<file path="config.mk">
export PLATFORM = sky130hd
export DESIGN_NAME = button_event_ctrl
export DESIGN_NICKNAME = d
export VERILOG_FILES = /design/src/rtl/button_event_ctrl.sv
export SDC_FILE = /design/constraint.sdc
export NUM_CORES = 1
export LEC_CHECK = 0
export BUFFER_PORTS_ARGS = -buffer_cell sky130_fd_sc_hd__buf_2
export CORE_MARGIN = 10
export CORE_UTILIZATION = 35
export CTS_BUF_LIST = sky130_fd_sc_hd__clkbuf_4 sky130_fd_sc_hd__clkbuf_8 sky130_fd_sc_hd__clkbuf_16
export DETAILED_ROUTE_END_ITERATION = 10
export HOLD_SLACK_MARGIN = 0.12
export SYNTH_ARGS = -nofsm -noshare
export SYNTH_HDL_FRONTEND = slang
export SYNTH_SLANG_ARGS = --single-unit
</file>
<file path="constraint.sdc">
create_clock -name clk -period 2 [get_ports clk]
set_input_delay 0 -clock clk [delete_from_list [all_inputs] [get_ports clk]]
set_output_delay 0 -clock clk [all_outputs]
set_load 0.005 [all_outputs]
</file>
<file path="src/rtl/button_event_ctrl.sv">
// Button gesture classifier: SHORT / DOUBLE / LONG (/ REPEAT) events behind a valid/ready handshake.
// Define BUTTON_EVT_REPEAT_EN to enable auto-repeat events while the button stays held.
module button_event_ctrl #(
   parameter int TICK_DIV  = 100000,
   parameter int LONG_MS   = 800,
   parameter int DCLICK_MS = 250,
   parameter int REPEAT_MS = 100
) (
   input  logic       clk,
   input  logic       rst,
   input  logic       button_in,
   output logic       event_valid,
   input  logic       event_ready,
   output logic [1:0] event_code,
   output logic       overflow,
   input  logic       overflow_clr,
   output logic [2:0] state
);
   localparam int PW = $clog2(TICK_DIV);
   localparam logic [PW-1:0] PRESC_LAST = PW'(TICK_DIV - 1);
   localparam logic [11:0]   LONG_C     = 12'(LONG_MS);
   localparam logic [11:0]   DCLICK_C   = 12'(DCLICK_MS);
   localparam logic [11:0]   REPEAT_C   = 12'(REPEAT_MS);
   localparam logic [11:0]   MS_MAX     = 12'hFFF;

`ifdef BUTTON_EVT_REPEAT_EN
   localparam bit REPEAT_EN = 1'b1;
`else
   localparam bit REPEAT_EN = 1'b0;
`endif

   localparam logic [1:0] EV_SHORT  = 2'd0;
   localparam logic [1:0] EV_DOUBLE = 2'd1;
   localparam logic [1:0] EV_LONG   = 2'd2;
   localparam logic [1:0] EV_REPEAT = 2'd3;

   typedef enum logic [2:0] {
      IDLE    = 3'd0,
      PRESSED = 3'd1,
      WAIT2   = 3'd2,
      SECOND  = 3'd3,
      HELD    = 3'd4
   } fsm_t;

   fsm_t          cur_st;
   fsm_t          nxt_st;
   logic [PW-1:0] presc;
   logic          tick;
   logic [11:0]   ms_cnt;
   logic          raise;
   logic [1:0]    raise_code;
   logic          ms_restart;
   logic          drop;
   logic          load;

   assign tick  = (presc == PRESC_LAST);
   assign state = cur_st;

   // A new event is lost only when the pending one is not being accepted this cycle.
   assign drop = raise && event_valid && !event_ready;
   assign load = raise && !drop;

   always_comb begin
      nxt_st     = cur_st;
      raise      = 1'b0;
      raise_code = EV_SHORT;
      ms_restart = 1'b0;
      case (cur_st)
         IDLE: begin
            if (button_in) nxt_st = PRESSED;
         end
         PRESSED: begin
            if (!button_in) begin
               nxt_st = WAIT2;
            end else if (ms_cnt == LONG_C) begin
               raise      = 1'b1;
               raise_code = EV_LONG;
               nxt_st     = HELD;
            end
         end
         WAIT2: begin
            if (button_in) begin
               nxt_st = SECOND;
            end else if (ms_cnt == DCLICK_C) begin
               raise      = 1'b1;
               raise_code = EV_SHORT;
               nxt_st     = IDLE;
            end
         end
         SECOND: begin
            if (!button_in) begin
               raise      = 1'b1;
               raise_code = EV_DOUBLE;
               nxt_st     = IDLE;
            end
         end
         HELD: begin
            if (!button_in) begin
               nxt_st = IDLE;
            end else if (REPEAT_EN && ms_cnt == REPEAT_C) begin
               raise      = 1'b1;
               raise_code = EV_REPEAT;
               ms_restart = 1'b1;
            end
         end
         default: nxt_st = IDLE;
      endcase
   end

   always_ff @(posedge clk or posedge rst) begin
      if (rst) begin
         presc       <= '0;
         ms_cnt      <= '0;
         cur_st      <= IDLE;
         event_valid <= 1'b0;
         event_code  <= EV_SHORT;
         overflow    <= 1'b0;
      end else begin
         presc  <= tick ? '0 : presc + PW'(1);
         cur_st <= nxt_st;
         // Every state change restarts the ms timer, dropping any tick on that edge.
         if (nxt_st != cur_st || ms_restart)
            ms_cnt <= '0;
         else if (tick && ms_cnt != MS_MAX)
            ms_cnt <= ms_cnt + 12'd1;
         if (load) begin
            event_valid <= 1'b1;
            event_code  <= raise_code;
         end else if (event_valid && event_ready) begin
            event_valid <= 1'b0;
         end
         if (drop)
            overflow <= 1'b1;
         else if (overflow_clr)
            overflow <= 1'b0;
      end
   end

endmodule

</file>
==> impl_results.rst <==
.. list-table::
   :header-rows: 1

   * - Metric
     - Value
   * - Number of vias after detailed routing
     - 1686
   * - Antenna violations before repair
     - 0
   * - Highest net fanout along the worst path
     - 13
   * - FF-to-FF End
     - ms_cnt[5]
   * - Cts bufs inserted
     - 5
   * - X dimension of the die
     - 96.6 um
   * - Reg-to-reg startpoint
     - ms_cnt[0]
   * - Final core occ
     - 43.3%
   * - Global-route wire length before repair
     - 7710 um
   * - Core footprint
     - 5610 sq um
   * - Post-placement cell area
     - 2250 sq um
   * - Synth Warn #
     - 0
   * - Total routing usage reported by global routing
     - 10.2%
   * - Post-Layout Cell Count
     - 308
   * - Detailed Place HPWL
     - 3160 um
   * - Vertical die dimension
     - 96.6 um
   * - Number of buffers between clock root and the deepest sink
     - 2
   * - Number of I/O pins
     - 12
   * - Metal1 wirelength
     - 2290 um
   * - DRC violation count after routing
     - 0
   * - TritonCTS clock tree
     - yes
   * - Sequential share of the synthesized area
     - 43.9%
   * - Post-synthesis to final-layout area growth
     - 18.3%
   * - Die area
     - 9330 sq um
   * - Grt ovf
     - 0
   * - RSZ-0062 raised after global routing
     - false
   * - Worst slack at placement
     - 0.0136 ns
   * - Detailed-route vias per instance
     - 5.47
   * - Worst hold margin
     - 0.359 ns
   * - Delay of the slowest cell on the worst path
     - 0.50 ns
   * - Overall Power
     - 1.40 mW
   * - Via count of the first global-routing pass
     - 1650
   * - Library cell used as clock root buffer
     - sky130_fd_sc_hd__clkbuf_8
   * - Highest attainable clock frequency
     - 534 MHz
   * - Mapped Area
     - 2050 sq um
   * - Leak pwr
     - 1.02 nW
   * - WL met2
     - 2000 um
   * - Nets@finish
     - 244
   * - Initial core utilization
     - 36.6%
   * - Min cycle time layout
     - 1.87 ns
   * - Final number of setup-violating endpoints
     - 0
   * - Hold crit path type
     - input port to async pin
   * - Slowest stage cell, crit path
     - sky130_fd_sc_hd__or4_1
   * - WL per Instance
     - 14.8 um
   * - Area fraction of the dominant cell type after synthesis
     - 43.9%
   * - Count of port buffers added during placement
     - 11
   * - Met3 WL post-DR
     - 176 um
   * - Startpoint Class
     - flip-flop
   * - Power Density
     - 579 nW/um^2
   * - Top cells by area in the synthesized netlist
     - sky130_fd_sc_hd__dfrtp_1 (44%), sky130_fd_sc_hd__nand3_1 (4.4%), sky130_fd_sc_hd__and4_1 (3.8%), sky130_fd_sc_hd__a21oi_1 (3.4%), sky130_fd_sc_hd__xnor2_1 (3.4%)
   * - Part of the cycle the worst path needs
     - 93.6%
   * - Highest signal layer in the routed design
     - met4
   * - Area of all placed cells without fillers
     - 2430 sq um
   * - Number of rows in the core area
     - 27
   * - Initial detailed-routing violation count
     - 98
   * - Arrival time of the worst setup path
     - 2.08 ns
   * - Critical Path End Type
     - flip-flop
   * - Routability cong.
     - 0.795
   * - Ordered list of cells on the worst path
     - ha_1, and3_1, and4_4, or4_1, a21oi_1
   * - Logic depth of the worst register-to-register path
     - 5
   * - Residual antenna-violating net count after detailed routing
     - 0
   * - Count of different cell masters after synthesis
     - 42
   * - Fraction of layout cells with a size suffix above 1
     - 19.1%
   * - Diode count
     - 0
   * - Dominant register cell in the synthesized netlist
     - sky130_fd_sc_hd__dfrtp_1
   * - Number of slew-limit violations in the final report
     - 0
   * - Run status
     - finished clean
   * - Clock transition at the registers of the reported paths
     - 0.08 ns
   * - Setup slack, reg-to-reg
     - 0.13 ns
   * - Post-synthesis net count
     - 218
   * - First-pass DRT Iterations
     - 4
   * - Number of instances in the placed design
     - 296
   * - Cell type contributing the most total cell area after synthesis
     - sky130_fd_sc_hd__dfrtp_1
   * - Worst vdd ir
     - 0.287 mV
   * - Transition at the pin with the smallest max-transition slack
     - 0.474 ns
   * - Level count of the clock H-tree
     - 2
   * - Final WL
     - 4550 um
   * - Syn_area_per_cell
     - 9.82 sq um
   * - Later-pin clock latency in the skew report
     - 0.29 ns
   * - Pin count of the biggest net entering global routing
     - 37
   * - Max-Cap Viols
     - 0
   * - Final count of hold timing violations
     - 0
   * - Post-synthesis async set-or-reset flop share
     - 100%
   * - Register bit total from synthesis
     - 36
   * - Slew HR
     - 68.4%
   * - Count of flip-flops with a built-in enable after synthesis
     - 0
   * - Post-layout worst setup margin
     - 0.128 ns
   * - # clock sinks
     - 36
   * - Post-Synthesis Cells
     - 209
   * - Count of buffers added by post-CTS timing repair for setup
     - 0
   * - Data required time of the critical path
     - 2.21 ns
   * - Category of the critical setup timing path
     - flip-flop to flip-flop
   * - Sum Neg Setup Slack
     - 0 ns
   * - Setup Skew
     - 0.00750 ns
per-layer routing:
metal | track usage [%] | vias to the layer above
li1 | - | 841
met1 | 13.8 | 810
met2 | 15.1 | 27
met3 | 2.47 | 8
met4 | 4.36 | 0
met5 | 0 | -
area by class of cell:
class / count / area (sq um)
Clock buffer: 8 / 97.6
Tap cell: 72 / 90.1
Timing Repair Buffer: 31 / 215
Fill cell: 570 / 3180
Multi-Input combinational cell: 154 / 1100
Sequential cell: 36 / 902
Inverter: 7 / 26.3
timing repair:
| item | in CTS | in global routing |
|---|---|---|
| setup endpoints to repair | 1 | 16 |
| hold buffers | 4 | 0 |
| gates resized for setup | 2 | 8 |
| pin swaps | 0 | 1 |
| endpoints found under the hold margin | 42 | 0 |
worst max path at each step:
| stage | depth (start not counted) | slack, ns | end | startpoint |
|---|---|---|---|---|
| 3_5_place_dp | 5 | 0.01 | ms_cnt[5] | ms_cnt[0] |
| 4_1_cts | 5 | 0.02 | ms_cnt[5] | ms_cnt[0] |
| 3_3_place_gp | 4 | 0.05 | ms_cnt[10] | presc[13] |
| 5_1_grt | 6 | 0.008 | event_code[1] | ms_cnt[0] |
| 6_report | 5 | 0.13 | ms_cnt[5] | ms_cnt[0] |
| 2_1_floorplan | 6 | 0.14 | ms_cnt[7] | ms_cnt[0] |
cells in the mapped netlist (2+ instances only):
| master | number |
|---|---|
| sky130_fd_sc_hd__dfrtp_1 | 36 |
| sky130_fd_sc_hd__nand3_1 | 18 |
| sky130_fd_sc_hd__a21oi_1 | 14 |
| sky130_fd_sc_hd__and4_1 | 9 |
| sky130_fd_sc_hd__o31ai_1 | 9 |
| sky130_fd_sc_hd__or4_1 | 9 |
| sky130_fd_sc_hd__nand2_1 | 8 |
| sky130_fd_sc_hd__nand4_1 | 8 |
| sky130_fd_sc_hd__nor2_1 | 8 |
| sky130_fd_sc_hd__xnor2_1 | 8 |
| sky130_fd_sc_hd__inv_1 | 7 |
| sky130_fd_sc_hd__o21ai_0 | 7 |
| sky130_fd_sc_hd__or3_1 | 7 |
| sky130_fd_sc_hd__and3_1 | 5 |
| sky130_fd_sc_hd__clkbuf_1 | 5 |
| sky130_fd_sc_hd__xor2_1 | 5 |
| sky130_fd_sc_hd__ha_1 | 4 |
| sky130_fd_sc_hd__nor3_1 | 4 |
| sky130_fd_sc_hd__a41oi_1 | 3 |
| sky130_fd_sc_hd__buf_2 | 3 |
| sky130_fd_sc_hd__nand2b_1 | 3 |
| sky130_fd_sc_hd__and2_1 | 2 |
| sky130_fd_sc_hd__buf_6 | 2 |
| sky130_fd_sc_hd__mux2i_1 | 2 |
| sky130_fd_sc_hd__nor2b_1 | 2 |
| sky130_fd_sc_hd__nor3b_1 | 2 |
| sky130_fd_sc_hd__nor4b_4 | 2 |
| sky130_fd_sc_hd__nor4bb_1 | 2 |
| sky130_fd_sc_hd__o21a_1 | 2 |
kinds of logic after synthesis:
logic type	after synthesis	synth area share [%]
AOI/OAI and AO/OA	40	12.3
muxes	2	0.976
buffers and inverters	19	4.63
adders and majority gates	4	2.44
DFF	36	43.9
and+or+nand+nor	95	30.2
xor gates and xnor gates	13	5.55
worst max-delay path, delay by kind of cell (launching register included):
| kind | cells | cell delay (ns) |
|---|---|---|
| simple gates | 3 | 0.94 |
| flops | 1 | 0.45 |
| fa+ha+maj | 1 | 0.23 |
| compound gates | 1 | 0.18 |
power by group:
group / internal [mW] / switching [mW] / leakage [nW]
Clock: 0.308 / 0.268 / 0.0523
Combinational: 0.0316 / 0.0497 / 0.488
Sequential: 0.736 / 0.0107 / 0.477
cell usage in the layout (no fill, tap or decap), drive strengths merged, types with 3 or more instances in the layout:
cell	instances
a41oi	3
o31ai	9
a21oi	14
nand2	8
xnor2	8
dfrtp	36
dlygate4sd3	4
nor4b	3
clkbuf	8
inv	7
nor2	8
and3	5
o21ai	7
nand2b	3
nand4	9
or4	9
and4	9
nor3	4
xor2	5
nand3	18
or3	7
buf	27
ha	4
flip-flops by register name (all words and copies together), names as in the netlist:
register and count:
presc 17, ms_cnt 12, state 3, event_code 2
event_valid 1, overflow 1
Power figures use the tool's default switching activity.
